`config.mk`:
```
export PLATFORM = sky130hd
export DESIGN_NAME = spi_byte_frontend
export DESIGN_NICKNAME = d
export VERILOG_FILES = /design/src/rtl/spi_pkg.sv /design/src/rtl/spi_sync.sv /design/src/rtl/spi_byte_frontend.sv
export SDC_FILE = /design/constraint.sdc
export NUM_CORES = 1
export LEC_CHECK = 0
export ABC_AREA = 1
export BUFFER_PORTS_ARGS = -buffer_cell sky130_fd_sc_hd__buf_4
export CORE_MARGIN = 5
export CORE_UTILIZATION = 54
export CTS_CLUSTER_DIAMETER = 80
export DETAILED_ROUTE_END_ITERATION = 10
export PLACE_DENSITY = 0.8
export SETUP_SLACK_MARGIN = 0.05
export SLEW_MARGIN = 10
export SYNTH_ARGS = -nofsm -noshare
export SYNTH_HDL_FRONTEND = slang
export SYNTH_SLANG_ARGS = --single-unit
```
`constraint.sdc`:
```
create_clock -name clk -period 1.6 [get_ports clk]
set_input_delay 0.08 -clock clk [delete_from_list [all_inputs] [get_ports clk]]
set_output_delay 0.08 -clock clk [all_outputs]
set_load 0.05 [all_outputs]
```
`src/rtl/spi_pkg.sv`:
```
// rtl/spi_pkg.sv - shared constants and state type for the SPI byte front-end
package spi_pkg;

    localparam int SPI_WORD_W      = 8;
    localparam int SPI_SYNC_STAGES = 2;

    typedef enum logic {
        IDLE   = 1'b0,
        ACTIVE = 1'b1
    } fsm_t;

endpackage

```
`src/rtl/spi_sync.sv`:
```
// rtl/spi_sync.sv - N-flop input synchroniser with configurable reset value
module spi_sync #(
    parameter int   N       = 2,
    parameter logic RST_VAL = 1'b0
) (
    input  logic clk,
    input  logic rst,
    input  logic d,
    output logic q
);

    logic [N-1:0] chain;

    always_ff @(posedge clk or posedge rst) begin
        if (rst) begin
            chain <= {N{RST_VAL}};
        end else begin
            chain <= {chain[N-2:0], d};
        end
    end

    assign q = chain[N-1];

endmodule

```
`src/rtl/spi_byte_frontend.sv`:
```
// rtl/spi_byte_frontend.sv - oversampled SPI mode-0 slave: byte deserialiser and serialiser
module spi_byte_frontend
    import spi_pkg::*;
#(
    parameter int WORD_W      = SPI_WORD_W,
    parameter int SYNC_STAGES = SPI_SYNC_STAGES
) (
    input  logic              clk,
    input  logic              rst,
    input  logic              sclk,
    input  logic              cs_n,
    input  logic              mosi,
    output logic              miso,
    input  logic [WORD_W-1:0] tx_data,
    input  logic              tx_valid,
    output logic              tx_ready,
    output logic [WORD_W-1:0] rx_data,
    output logic              rx_valid,
    output logic              frame_active,
    output logic              frame_abort,
    output logic              tx_underrun
);

    localparam int              CNT_W    = (WORD_W > 1) ? $clog2(WORD_W) : 1;
    localparam logic [CNT_W-1:0] CNT_LAST = CNT_W'(WORD_W - 1);

    logic sclk_s, cs_s, mosi_s;
    logic sclk_d, cs_d;

    spi_sync #(.N(SYNC_STAGES), .RST_VAL(1'b0)) u_sync_sclk (.clk(clk), .rst(rst), .d(sclk), .q(sclk_s));
    spi_sync #(.N(SYNC_STAGES), .RST_VAL(1'b1)) u_sync_cs   (.clk(clk), .rst(rst), .d(cs_n), .q(cs_s));
    spi_sync #(.N(SYNC_STAGES), .RST_VAL(1'b0)) u_sync_mosi (.clk(clk), .rst(rst), .d(mosi), .q(mosi_s));

    always_ff @(posedge clk or posedge rst) begin
        if (rst) begin
            sclk_d <= 1'b0;
            cs_d   <= 1'b1;
        end else begin
            sclk_d <= sclk_s;
            cs_d   <= cs_s;
        end
    end

    logic sclk_rise, sclk_fall, cs_fall, cs_rise;
    assign sclk_rise = sclk_s & ~sclk_d;
    assign sclk_fall = ~sclk_s & sclk_d;
    assign cs_fall   = ~cs_s & cs_d;
    assign cs_rise   = cs_s & ~cs_d;

    fsm_t             state, state_d;
    logic [CNT_W-1:0]  bit_cnt;
    logic [WORD_W-1:0] rx_shift, tx_shift, rx_next;
    logic              enter, load, shift_rx, shift_tx, word_done, abort;

    assign rx_next = {rx_shift[WORD_W-2:0], mosi_s};

    always_ff @(posedge clk or posedge rst) begin
        if (rst) begin
            state <= IDLE;
        end else begin
            state <= state_d;
        end
    end

    // cs_n edges take priority: any sclk edge seen in the same cycle is dropped
    always_comb begin
        state_d   = state;
        enter     = 1'b0;
        load      = 1'b0;
        shift_rx  = 1'b0;
        shift_tx  = 1'b0;
        word_done = 1'b0;
        abort     = 1'b0;
        case (state)
            IDLE: begin
                if (cs_fall) begin
                    state_d = ACTIVE;
                    enter   = 1'b1;
                    load    = 1'b1;
                end
            end
            ACTIVE: begin
                if (cs_rise) begin
                    state_d = IDLE;
                    abort   = (bit_cnt != '0);
                end else if (sclk_rise) begin
                    shift_rx  = 1'b1;
                    word_done = (bit_cnt == CNT_LAST);
                end else if (sclk_fall) begin
                    if (bit_cnt == '0) begin
                        load = 1'b1;
                    end else begin
                        shift_tx = 1'b1;
                    end
                end
            end
            default: state_d = IDLE;
        endcase
    end

    always_ff @(posedge clk or posedge rst) begin
        if (rst) begin
            bit_cnt     <= '0;
            rx_shift    <= '0;
            tx_shift    <= '0;
            rx_data     <= '0;
            rx_valid    <= 1'b0;
            frame_abort <= 1'b0;
        end else begin
            rx_valid    <= word_done;
            frame_abort <= abort;
            if (enter) begin
                bit_cnt <= '0;
            end
            if (shift_rx) begin
                rx_shift <= rx_next;
                bit_cnt  <= (bit_cnt == CNT_LAST) ? '0 : bit_cnt + 1'b1;
                if (word_done) begin
                    rx_data <= rx_next;
                end
            end
            if (load) begin
                tx_shift <= tx_valid ? tx_data : '0;
            end else if (shift_tx) begin
                tx_shift <= {tx_shift[WORD_W-2:0], 1'b0};
            end
        end
    end

    assign tx_ready     = load & tx_valid;
    assign tx_underrun  = load & ~tx_valid;
    assign frame_active = (state == ACTIVE);
    assign miso         = frame_active & tx_shift[WORD_W-1];

endmodule
```
== Word level (Yosys, flattened, before mapping) ==
Cells that the tools add are included.
Storage, ports and cells
  bits in registers: 37
  bits in latches: 0
  memory bits (writable): 0
  bits in read-only memories: 0
  input port bits: 14
  word-level logic and storage cells: 60
  memories kept: 0
Operators by class
  add/subtract/negate cells: 1
  multipliers: 0
  div/mod/pow operators: 0
  magnitude comparators: 0
  equality and inequality tests: 1
  shifts and indexed selects: 0
  muxes and demuxes: 28
  bitwise gates (word level): 13
  reduce and logical (&&, ||, !) cells: 5
Operator list (count)
  8-bit two-way mux: 3
  1-bit two-way mux: 20
  3-bit two-way mux: 3
  1-bit bitwise AND: 7
  1-bit inverter: 6
  1-bit one-hot mux with 2 select lines: 2
  2-bit nonzero test: 2
  3-bit by 1-bit adder with 3-bit output (second input constant): 1
  3-bit equality test (second input constant): 1
  3-bit zero test: 1
  3-bit nonzero test: 1
  2-bit AND reduction: 1

== Logic depth before layout (Yosys ltp) ==
Gate-level depths: netlist of the first run.
  depth after elaboration: 8
  gate-level depth with buffers: 11
  depth with buffers taken out: 11

== Cells and area by module ==
Synthesis of the first run repeated with hierarchy kept, for this count alone.
Unflattened totals
  cells, all modules: 183
  area total of the unflattened synthesis: 1640.3 sq um
By module, submodules not included
  spi_byte_frontend: instances 1, cells an instance 174, area an instance 1476.4 sq um, seq. area each 777.0 sq um
  spi_sync (u_sync_mosi ...): instances 2, cells an instance 3, area an instance 53.8 sq um, seq. area each 50.0 sq um
  spi_sync (u_sync_cs): instances 1, cells an instance 3, area an instance 56.3 sq um, seq. area each 52.6 sq um

== Least setup slack after synthesis of the first run ==
OpenSTA, ideal clock, no wires.
  path type: reg-to-output
  start: reg state (netlist: frame_active)
  end: out tx_underrun
  arrival time: 1.739 ns
  slack: -0.219 ns
  stages on the path, launching flop included: 6
  path through: dfrtp_1 > inv_2 > nand2_2 > nand2_4 > nand2_4 > nor2_1
On the way
  longest elaborated chain between the ends: 3
Ends and longest elaborated chain
  from (decl): line spi_byte_frontend.sv:50  | fsm_t state, state_d;
  from (signal assigned): line spi_byte_frontend.sv:61  | state <= state_d;
  1-bit inverter
  1-bit one-hot mux with 2 select lines *: line spi_byte_frontend.sv:74  | case (state)
  1-bit bitwise AND *: line spi_byte_frontend.sv:131  | assign tx_underrun = load & ~tx_valid;
  to (decl): line spi_byte_frontend.sv:21  | output logic tx_underrun
Mark *: on every way between the ends. The rest lies on a longest branch, timed or not.

== Worst setup path after layout of the first run ==
  start: reg bit_cnt[0]
  end: out tx_ready
On the way
  longest elaborated chain between the ends: 7
Ends and longest elaborated chain
  from (decl): line spi_byte_frontend.sv:51  | logic [CNT_W-1:0] bit_cnt;
  from (signal assigned): line spi_byte_frontend.sv:117  | bit_cnt <= (bit_cnt == CNT_LAST) ? '0 : bit_cnt + 1'b1;
  3-bit zero test: line spi_byte_frontend.sv:90  | if (bit_cnt == '0) begin
  1-bit two-way mux: line spi_byte_frontend.sv:90
  1-bit two-way mux: line spi_byte_frontend.sv:89  | end else if (sclk_fall) begin
  1-bit two-way mux: line spi_byte_frontend.sv:86  | end else if (sclk_rise) begin
  1-bit two-way mux: line spi_byte_frontend.sv:83  | if (cs_rise) begin
  1-bit one-hot mux with 2 select lines: line spi_byte_frontend.sv:74
  1-bit bitwise AND: line spi_byte_frontend.sv:130  | assign tx_ready = load & tx_valid;
  to (decl): line spi_byte_frontend.sv:16  | output logic tx_ready,
Every way passes these cells.

==> impl_metrics.tcl, run 1 <==
set metrics [dict create \
    critPathCaptureType "output port" \
    crit_type "reg -> out" \
    power_uw 3060 \
    start_util 0.574 \
    drive_gt1_frac 0.383 \
    drv_slew 0 \
    cpMaxStageDelayCell "dfrtp_1" \
    synth-seq-cells 37 \
    syn-num-nets 195 \
    cp_slowest_stage_delay_ns 0.42 \
    fin_util 0.802 \
    status "finished with violations" \
    ys_warn_count 0 \
    cts.sinks 37 \
    finalSetupViolCount 2 \
    clock_skew_ns 0.00844 \
    setup_tns_ns -0.237 \
    n_antenna_cell 0 \
    drcViolationCount 0 \
    reg2reg_setup_slack_ns 0 \
    drt-initial-drc-count 81 \
    ant_nets 0 \
    dieArea_mm2 0.00418 \
    hp-class "in -> reg" \
    rsz0062_at_grt "yes" \
    yosysTopAreaCellShare 0.528 \
    fill_cells 175 \
    seq_area_frac_synth 0.577 \
    required_ns 1.52 \
    fmax_ghz 0.577 \
    syn_inst 178 \
    dieWidth_um 64.6 \
    setup_slack_ns -0.134 \
    worstSetupStartpointType "flop" \
    path_clk_slew_ns 0.11 \
    syn_to_final_growth_pct 39.7 \
    fp.coreArea_mm2 0.00281 \
    cts-root-buf "clkbuf_4" \
    max_slew_margin 0.625 \
    cpLargestDelayFamily "simple AND/OR/NAND/NOR gates" \
    overflow 0 \
    maxCapViolations 0 \
    ys_top_cells_by_count "nand2_1, dfrtp_1, inv_1" \
    period_share 1.08 \
    yosys-top-cells-area "dfrtp_1, nand2_1, inv_1" \
    rows 19 \
    clock_path_buffers 2 \
    grt_use_total 0.209 \
    synthArstFlopShare 1.00 \
    path_cells "inv_2 > ha_4 > inv_2 > nor2_4 > nand2_2 > nand2_4 > nand2_8 > nor2_4 > buf_8" \
    avgSynthCellArea_um2 9.05 \
    die_h_um 64.6 \
    clock_latency_ns 0.35 \
    pin_count 28 \
    dr_total_vias 1384 \
    worst_slew_pin_slew_ns 0.562 \
    dr.pass1.iters 4 \
    grt_max_degree 20 \
    p_leak_uw 0.00121 \
    routedWlPerCell_um 13.9 \
    fin_nets 256 \
    violations "setup timing" \
    place_congestion 0.945 \
    htreeDepth 2 \
    synthesis.area_mm2 0.00161 \
    whs_ns 0.161 \
    period_needed_ns 1.73 \
    cp_num_buf_inv 3 \
    synth_ff_type "dfrtp_1" \
    grt_pass1_wl_mm 6.57 \
    peakVddDrop_mv 0.832 \
    path_max_fanout 4 \
    p_per_area_mw_per_mm2 1360 \
    cts_tree "yes" \
    port_buffers 27 \
    cts_buffers 5 \
    grt_pass1_vias 1409 \
    post_dp_cell_area_mm2 0.00187 \
    synth-edff-count 0 \
    yosys.area.top_type "dfrtp_1" \
    viasPerCell 5.11 \
    hold_violations 0 \
    cp.arrival_ns 1.65 \
    place_hpwl_mm 2.27 \
    antenna_found_initial 0 \
    postLayoutCellArea_mm2 0.00225 \
    yosys.cell_types.count 22 \
    wirelength_mm 3.77 \
    yosysMostFrequentCell "nand2_1" \
]
[worst register-to-register path, cell delays in order, from the launching register on]
cell and delay, ns:
dfrtp_1 0.42, buf_4 0.14, buf_4 0.13, ha_1 0.19
ha_2 0.20, or2_2 0.30, a22oi_2 0.16
[worst paths after layout]
kind | start | endpoint | depth (start not counted)
worst max register to register | bit_cnt[0]$_DFFE_PP0P_ | bit_cnt[0]$_DFFE_PP0P_ | 6
min in group asynchronous | rst | tx_shift[7]$_DFFE_PP0P_ | 3
worst min-delay path | tx_data[3] | tx_shift[3]$_DFFE_PP0P_ | 7
worst min register to register | u_sync_sclk.chain[0]$_DFF_PP0_ | u_sync_sclk.chain[1]$_DFF_PP0_ | 0
max in group asynchronous | rst | sclk_d$_DFF_PP0_ | 4
worst max-delay path | bit_cnt[0]$_DFFE_PP0P_ | tx_ready | 9
[final cells by class]
class	instances	area, um2	area share
Sequential cell	37	931	0.414
Timing Repair Buffer	57	463	0.206
Clock buffer	6	51.3	0.0228
Inverter	27	101	0.0450
Clock inverter	2	37.5	0.0167
Multi-Input combinational cell	111	628	0.279
Tap cell	31	38.8	0.0172
[cell families (layout without fill, tap and decap cells)]
logic type                 Yosys count  count (layout)  share of synthesized area
and+or+nand+nor                     90              90                      0.256
DFF                                 37              37                      0.577
buffers and inverters               30              92                     0.0753
AOI/OAI and AO/OA                   18              18                     0.0683
adders and majority gates            3               3                     0.0233
[report_power, final]
part / switching (uW) / internal [uW]
Combinational: 584 / 551
Sequential: 122 / 1130
Clock: 303 / 371
Total: 1010 / 2050
[state kept, by name, indices dropped and copies added, names as in the netlist]
name	cells
frame_active	1
cs_d	1
u_sync_cs.chain	2
u_sync_mosi.chain	2
rx_data	8
bit_cnt	3
rx_shift	7
u_sync_sclk.chain	2
tx_shift	8
rx_valid	1
frame_abort	1
sclk_d	1
[per-stage QoR]
| step | instances | setup WS [ns] |
|---|---|---|
| global placement | 236 | 0.153 |
| floorplan | 178 | 0.0725 |
| detailed placement | 236 | 0.0909 |
| global route | 271 | -0.211 |
| finish | 271 | -0.134 |
| CTS | 272 | -0.114 |
[cells in the final DEF (no fill, tap or decap), drive strengths merged, types with 3 or more instances in the layout]
master	n
inv	27
o21ai	15
ha	3
nand2	73
nor2	5
dlygate4sd3	5
dfstp	3
nand3	9
buf	52
dfrtp	34
clkbuf	6
[per-layer routing]
layer	part of all wire	global-route usage	wire, um	up-vias
met5	0	0	0	-
met4	0.028	0.103	107	0
met3	0.054	0.0518	205	14
met2	0.51	0.353	1920	43
met1	0.41	0.251	1530	660
li1	-	-	-	667
[what timing repair did]
item | CTS | global route
pin swaps | 8 | 12
hold buffers | 5 | 0
gates resized for setup | 13 | 11
setup buffers | 23 | 6
endpoints found under the setup margin | 2 | 14
endpoints found under the hold margin | 14 | 0
No activity file was read; power rests on OpenSTA's default activity.
==> run 2, diff against run 1 <==
Settings changed: ABC_AREA 1 to 0, CORE_UTILIZATION 54 to 53.
==> impl_metrics.tcl, run 2 <==
set metrics [dict create \
    dr_total_vias 1243 \
    viasPerCell 5.70 \
    clock_path_buffers 2 \
    n_antenna_cell 0 \
    fill_cells 138 \
    grt_pass1_wl_mm 6.30 \
    worst_slew_pin_slew_ns 0.454 \
    violations "setup timing" \
    port_buffers 27 \
    fin_util 0.828 \
    dieArea_mm2 0.00404 \
    syn_inst 120 \
    clock_skew_ns 0.00538 \
    multi_input_comb_area_um2 678 \
    r2r-start "cs_d$_DFF_PP1_" \
    fmax_ghz 0.554 \
    cp_slowest_stage_delay_ns 0.54 \
    synth_ff_type "dfrtp_1" \
    setup_slack_ns -0.206 \
    drive_gt1_frac 0.551 \
    whs_ns 0.0177 \
    yosys.cell_types.count 29 \
    synth-seq-cells 37 \
    critPathCaptureType "output port" \
    antenna_found_initial 0 \
    dieWidth_um 63.6 \
    max_slew_margin 0.697 \
    path_cells "or3b_4 > o31a_1 > nor2_4 > buf_6" \
    final_common_cell "buf_4" \
    r2r_end "rx_shift[4]$_DFFE_PP0P_" \
    seq_area_frac_synth 0.612 \
    cpMaxStageDelayCell "dfstp_2" \
    rsz0062_at_grt "yes" \
    status "finished with violations" \
    period_share 1.13 \
    grt_use_total 0.203 \
    rows 19 \
    final_cell_mix "buf_4, dfrtp_1, mux2_2, dlygate4sd3_1, nor2_1" \
    required_ns 1.52 \
    pin_count 28 \
    layout.area.seq_um2 932 \
    synth-edff-count 0 \
    fin_nets 203 \
    crit_type "reg -> out" \
    hold_end "tx_shift[2]$_DFFE_PP0P_" \
    dr.pass1.iters 4 \
    whs_path_depth 3 \
    reg2reg_setup_slack_ns -0.12 \
    wirelength_mm 4.19 \
    cts_tree "yes" \
    hp-class "in -> reg" \
    yosys.area.top_type "dfrtp_1" \
    p_leak_uw 0.00110 \
    overflow 0 \
    cts.sinks 37 \
    syn-num-nets 137 \
    path_clk_slew_ns 0.11 \
    setup_tns_ns -2.18 \
    grt_pass1_vias 1217 \
    cts-root-buf "clkbuf_4" \
    worstSetupStartpointType "flop" \
    yosysMostFrequentCell "dfrtp_1" \
    die_h_um 63.6 \
    drt-initial-drc-count 79 \
    clock_latency_ns 0.34 \
    start_util 0.551 \
    drcViolationCount 0 \
    hold_violations 0 \
    cp_num_buf_inv 1 \
    cp.arrival_ns 1.73 \
    synthesis.area_mm2 0.00152 \
    synthArstFlopShare 1.00 \
    place_hpwl_mm 2.08 \
    p_per_area_mw_per_mm2 1160 \
    ant_nets 0 \
    fp.coreArea_mm2 0.00276 \
    syn_to_final_growth_pct 50.2 \
    cpLargestDelayFamily "flip-flops" \
    avgSynthCellArea_um2 12.7 \
    drv_slew 0 \
    path_max_fanout 3 \
    finalSetupViolCount 24 \
    routedWlPerCell_um 19.2 \
    grt_max_degree 38 \
    maxCapViolations 0 \
    ys_top_cells_by_count "dfrtp_1, mux2_2, a21oi_1" \
    peakVddDrop_mv 0.996 \
    yosysTopAreaCellShare 0.560 \
    holdCritStartpoint "tx_data[2]" \
    htreeDepth 2 \
    period_needed_ns 1.81 \
    cp-startpoint "cs_d$_DFF_PP1_" \
    place_congestion 0.738 \
    reg_top3 "rx_data: 8 flops, tx_shift: 8 flops, rx_shift: 7 flops" \
    reg2reg_depth 6 \
    yosys-top-cells-area "dfrtp_1, mux2_2, dfstp_2" \
    cts_buffers 5 \
    ys_warn_count 0 \
]
run 2: cell types whose count changed after synthesis, sizes merged, moves of 5 or more:
cell | before | now
mux2 | 0 | 15
inv | 27 | 5
nand2 | 73 | 7
nor2 | 5 | 10
a21oi | 1 | 14
o21ai | 15 | 2
run 2: power by group:
group | leakage (uW) | internal, uW | switching [uW]
clock network | 0.0000445 | 371 | 307
registers | 0.000456 | 1120 | 152
logic | 0.000597 | 357 | 341
total | 0.00110 | 1840 | 799
run 2: area by class of cell:
cell class,count,share of cell area
Clock buffer,6,0.0225
Clock inverter,2,0.0164
Inverter,5,0.00822
Multi-Input combinational cell,75,0.297
Sequential cell,37,0.408
Tap cell,31,0.0170
Timing Repair Buffer,62,0.231
run 2: metal layers:
layer	wire length (um)	global-route usage	share of wire	vias up
met5	0	0	0	-
met4	133	0.0675	0.032	0
met3	220	0.0551	0.052	19
met2	2260	0.346	0.54	46
met1	1580	0.247	0.38	628
li1	-	-	-	550
run 2: how the worst max path moves through the flow:
stage	to	slack, ns	cells past startpoint
floorplan	tx_shift[0]$_DFFE_PP0P_	-0.08	5
global placement	tx_underrun	0.03	4
finish	tx_underrun	-0.21	4
global route	tx_underrun	-0.26	4
CTS	tx_underrun	-0.22	4
detailed placement	tx_shift[2]$_DFFE_PP0P_	-0.03	4
run 2: worst min-delay path, delay by kind of cell:
kind / cells / cell delay, ns
compound gates: 1 / 0.06
simple gates: 1 / 0.07
buf+inv: 1 / 0.11
run 2: kinds of logic (layout without fill, tap and decap cells):
| kind of cell | count (synthesis) | after routing | synth area share |
|---|---|---|---|
| compound gates | 23 | 23 | 0.100 |
| fa+ha+maj | 3 | 3 | 0.0247 |
| buf+inv | 8 | 75 | 0.0230 |
| flops | 37 | 37 | 0.612 |
| mux | 15 | 15 | 0.111 |
| simple gates | 34 | 34 | 0.129 |
run 2: repair_timing:
item,4_1_cts,5_1_grt
pin swaps,7,7
setup endpoints to repair,22,26
gates resized for setup,20,15
buffers inserted,11,9
hold buffers,11,0
endpoints found under the hold margin,44,0
run 2: metrics by stage:
stage                     worst slack [ns]  instances  total power, uW  cell area (um2)
after floorplan                    -0.0815        120             1560             1540
after global placement              0.0304        180             1680             1800
after detailed placement           -0.0276        180             1720             1800
after CTS                           -0.216        210             2540             2180
after global routing                -0.260        218             2770             2280
final                               -0.206        218             2640             2280
==> run 3, diff against run 2 <==
Settings changed: MAX_ROUTING_LAYER from default to met4.
==> impl_metrics.tcl, run 3 (synthesis results as in run 2) <==
set metrics [dict create \
    syn_to_final_growth_pct 50.2 \
    r2r-start "cs_d$_DFF_PP1_" \
    fp.coreArea_mm2 0.00276 \
    fin_nets 203 \
    reg2reg_setup_slack_ns -0.12 \
    drt-initial-drc-count 104 \
    period_share 1.13 \
    n_antenna_cell 0 \
    p_int_uw 1840 \
    whs_path_depth 3 \
    post_dp_cell_area_mm2 0.00180 \
    cts-root-buf "clkbuf_4" \
    setup_slack_ns -0.208 \
    viasPerCell 5.67 \
    final_cells 218 \
    start_util 0.551 \
    holdCritStartpoint "tx_data[2]" \
    dieArea_mm2 0.00404 \
    clock_skew_ns 0.00493 \
    drive_gt1_frac 0.551 \
    postLayoutCellArea_mm2 0.00228 \
    max_slew_margin 0.697 \
    wirelength_mm 4.19 \
    swShare 0.302 \
    grt_max_degree 38 \
    drcViolationCount 0 \
    rsz0062_at_grt "yes" \
    clkPwrFrac 0.257 \
    crit_type "reg -> out" \
    fmax_ghz 0.553 \
    hold_violations 0 \
    fin_util 0.828 \
    grt_pass1_wl_mm 6.30 \
    switchingPower_uw 796 \
    grt_pass1_vias 1217 \
    critPathCaptureType "output port" \
    period_needed_ns 1.81 \
    grt_use_total 0.209 \
    peakVddDrop_mv 0.994 \
    routedWlPerCell_um 19.2 \
    pin_count 28 \
    p_per_area_mw_per_mm2 1160 \
    hp-class "in -> reg" \
    htreeDepth 2 \
    place_congestion 0.747 \
    dr.pass1.iters 4 \
    ant_nets 0 \
    cts_buffers 5 \
    required_ns 1.52 \
    hold_end "tx_shift[2]$_DFFE_PP0P_" \
    seqPwrFrac 0.479 \
    antenna_found_initial 0 \
    finalSetupViolCount 24 \
    maxCapViolations 0 \
    dieWidth_um 63.6 \
    cts.sinks 37 \
    port_buffers 27 \
    clock_latency_ns 0.34 \
    setup_tns_ns -2.15 \
    cts_tree "yes" \
    dp.cells 180 \
    fill_cells 138 \
    dr_total_vias 1236 \
    place_hpwl_mm 2.08 \
    status "finished with violations" \
    final_common_cell "buf_4" \
    p_leak_uw 0.00110 \
    die_h_um 63.6 \
    path_max_fanout 3 \
    final_cell_mix "buf_4, dfrtp_1, mux2_2, dlygate4sd3_1, nor2_1" \
    drv_slew 0 \
    path_clk_slew_ns 0.11 \
    share_comb_of_total_power 0.263 \
    reg_top3 "rx_data: 8 flops, tx_shift: 8 flops, rx_shift: 7 flops" \
    r2r_end "rx_shift[2]$_DFFE_PP0P_" \
    power_uw 2640 \
    violations "setup timing" \
    worstSetupStartpointType "flop" \
    overflow 0 \
    clock_path_buffers 2 \
    worst_slew_pin_slew_ns 0.453 \
    cp.arrival_ns 1.73 \
    reg2reg_depth 6 \
    rows 19 \
]
==> run 3: final cells by class <==
type,count,area (um2),share of cell area
flip-flops and latches,37,932,0.408
multi-input cells,75,678,0.297
repair buffers,62,527,0.231
clock buffers,6,51.3,0.0225
well taps,31,38.8,0.0170
clock inverters,2,37.5,0.0164
inverters,5,18.8,0.00822
==> run 3: worst max-delay path: stages, from the launching register on <==
cell and delay, ns:
dfstp_2 0.54, or3b_4 0.40, o31a_1 0.17, nor2_4 0.10
buf_6 0.16
==> run 3: how the worst max path moves through the flow <==
| stage | from | end | slack, ns |
|---|---|---|---|
| 2_1_floorplan | frame_active$_DFF_PP0_ | tx_shift[0]$_DFFE_PP0P_ | -0.08 |
| 5_1_grt | cs_d$_DFF_PP1_ | tx_underrun | -0.26 |
| 6_report | cs_d$_DFF_PP1_ | tx_underrun | -0.21 |
| 4_1_cts | cs_d$_DFF_PP1_ | tx_underrun | -0.22 |
| 3_3_place_gp | cs_d$_DFF_PP1_ | tx_underrun | 0.03 |
| 3_5_place_dp | cs_d$_DFF_PP1_ | tx_shift[2]$_DFFE_PP0P_ | -0.03 |
==> run 3: repair_timing <==
item / 4_1_cts / 5_1_grt
setup buffers: 11 / 9
hold endpoints to repair: 44 / 0
endpoints found under the setup margin: 22 / 26
pin swaps: 7 / 7
resized for setup: 20 / 15
hold buffers: 11 / 0
==> run 3: metrics by stage <==
| stage | worst slack [ns] | hold slack [ns] |
|---|---|---|
| floorplan | -0.0815 | 0.0845 |
| global placement | 0.0304 | 0.188 |
| detailed placement | -0.0276 | 0.192 |
| CTS | -0.216 | 0.000424 |
| global route | -0.260 | 0.0341 |
| finish | -0.208 | 0.0144 |
==> run 3: power groups by stage <==
stage	clock network [uW]	logic, uW	registers (uW)
detailed placement	0	465	1260
finish	680	696	1270
floorplan	0	329	1240
global placement	0	440	1240
global route	743	745	1280
CTS	696	594	1250
==> run 3: metal layers <==
metal | share of wire | global-route usage | vias up
met1 | 0.38 | 0.247 | 625
li1 | - | - | 554
met5 | 0 | - | -
met3 | 0.048 | 0.0551 | 15
met2 | 0.54 | 0.346 | 42
met4 | 0.029 | 0.0675 | 0
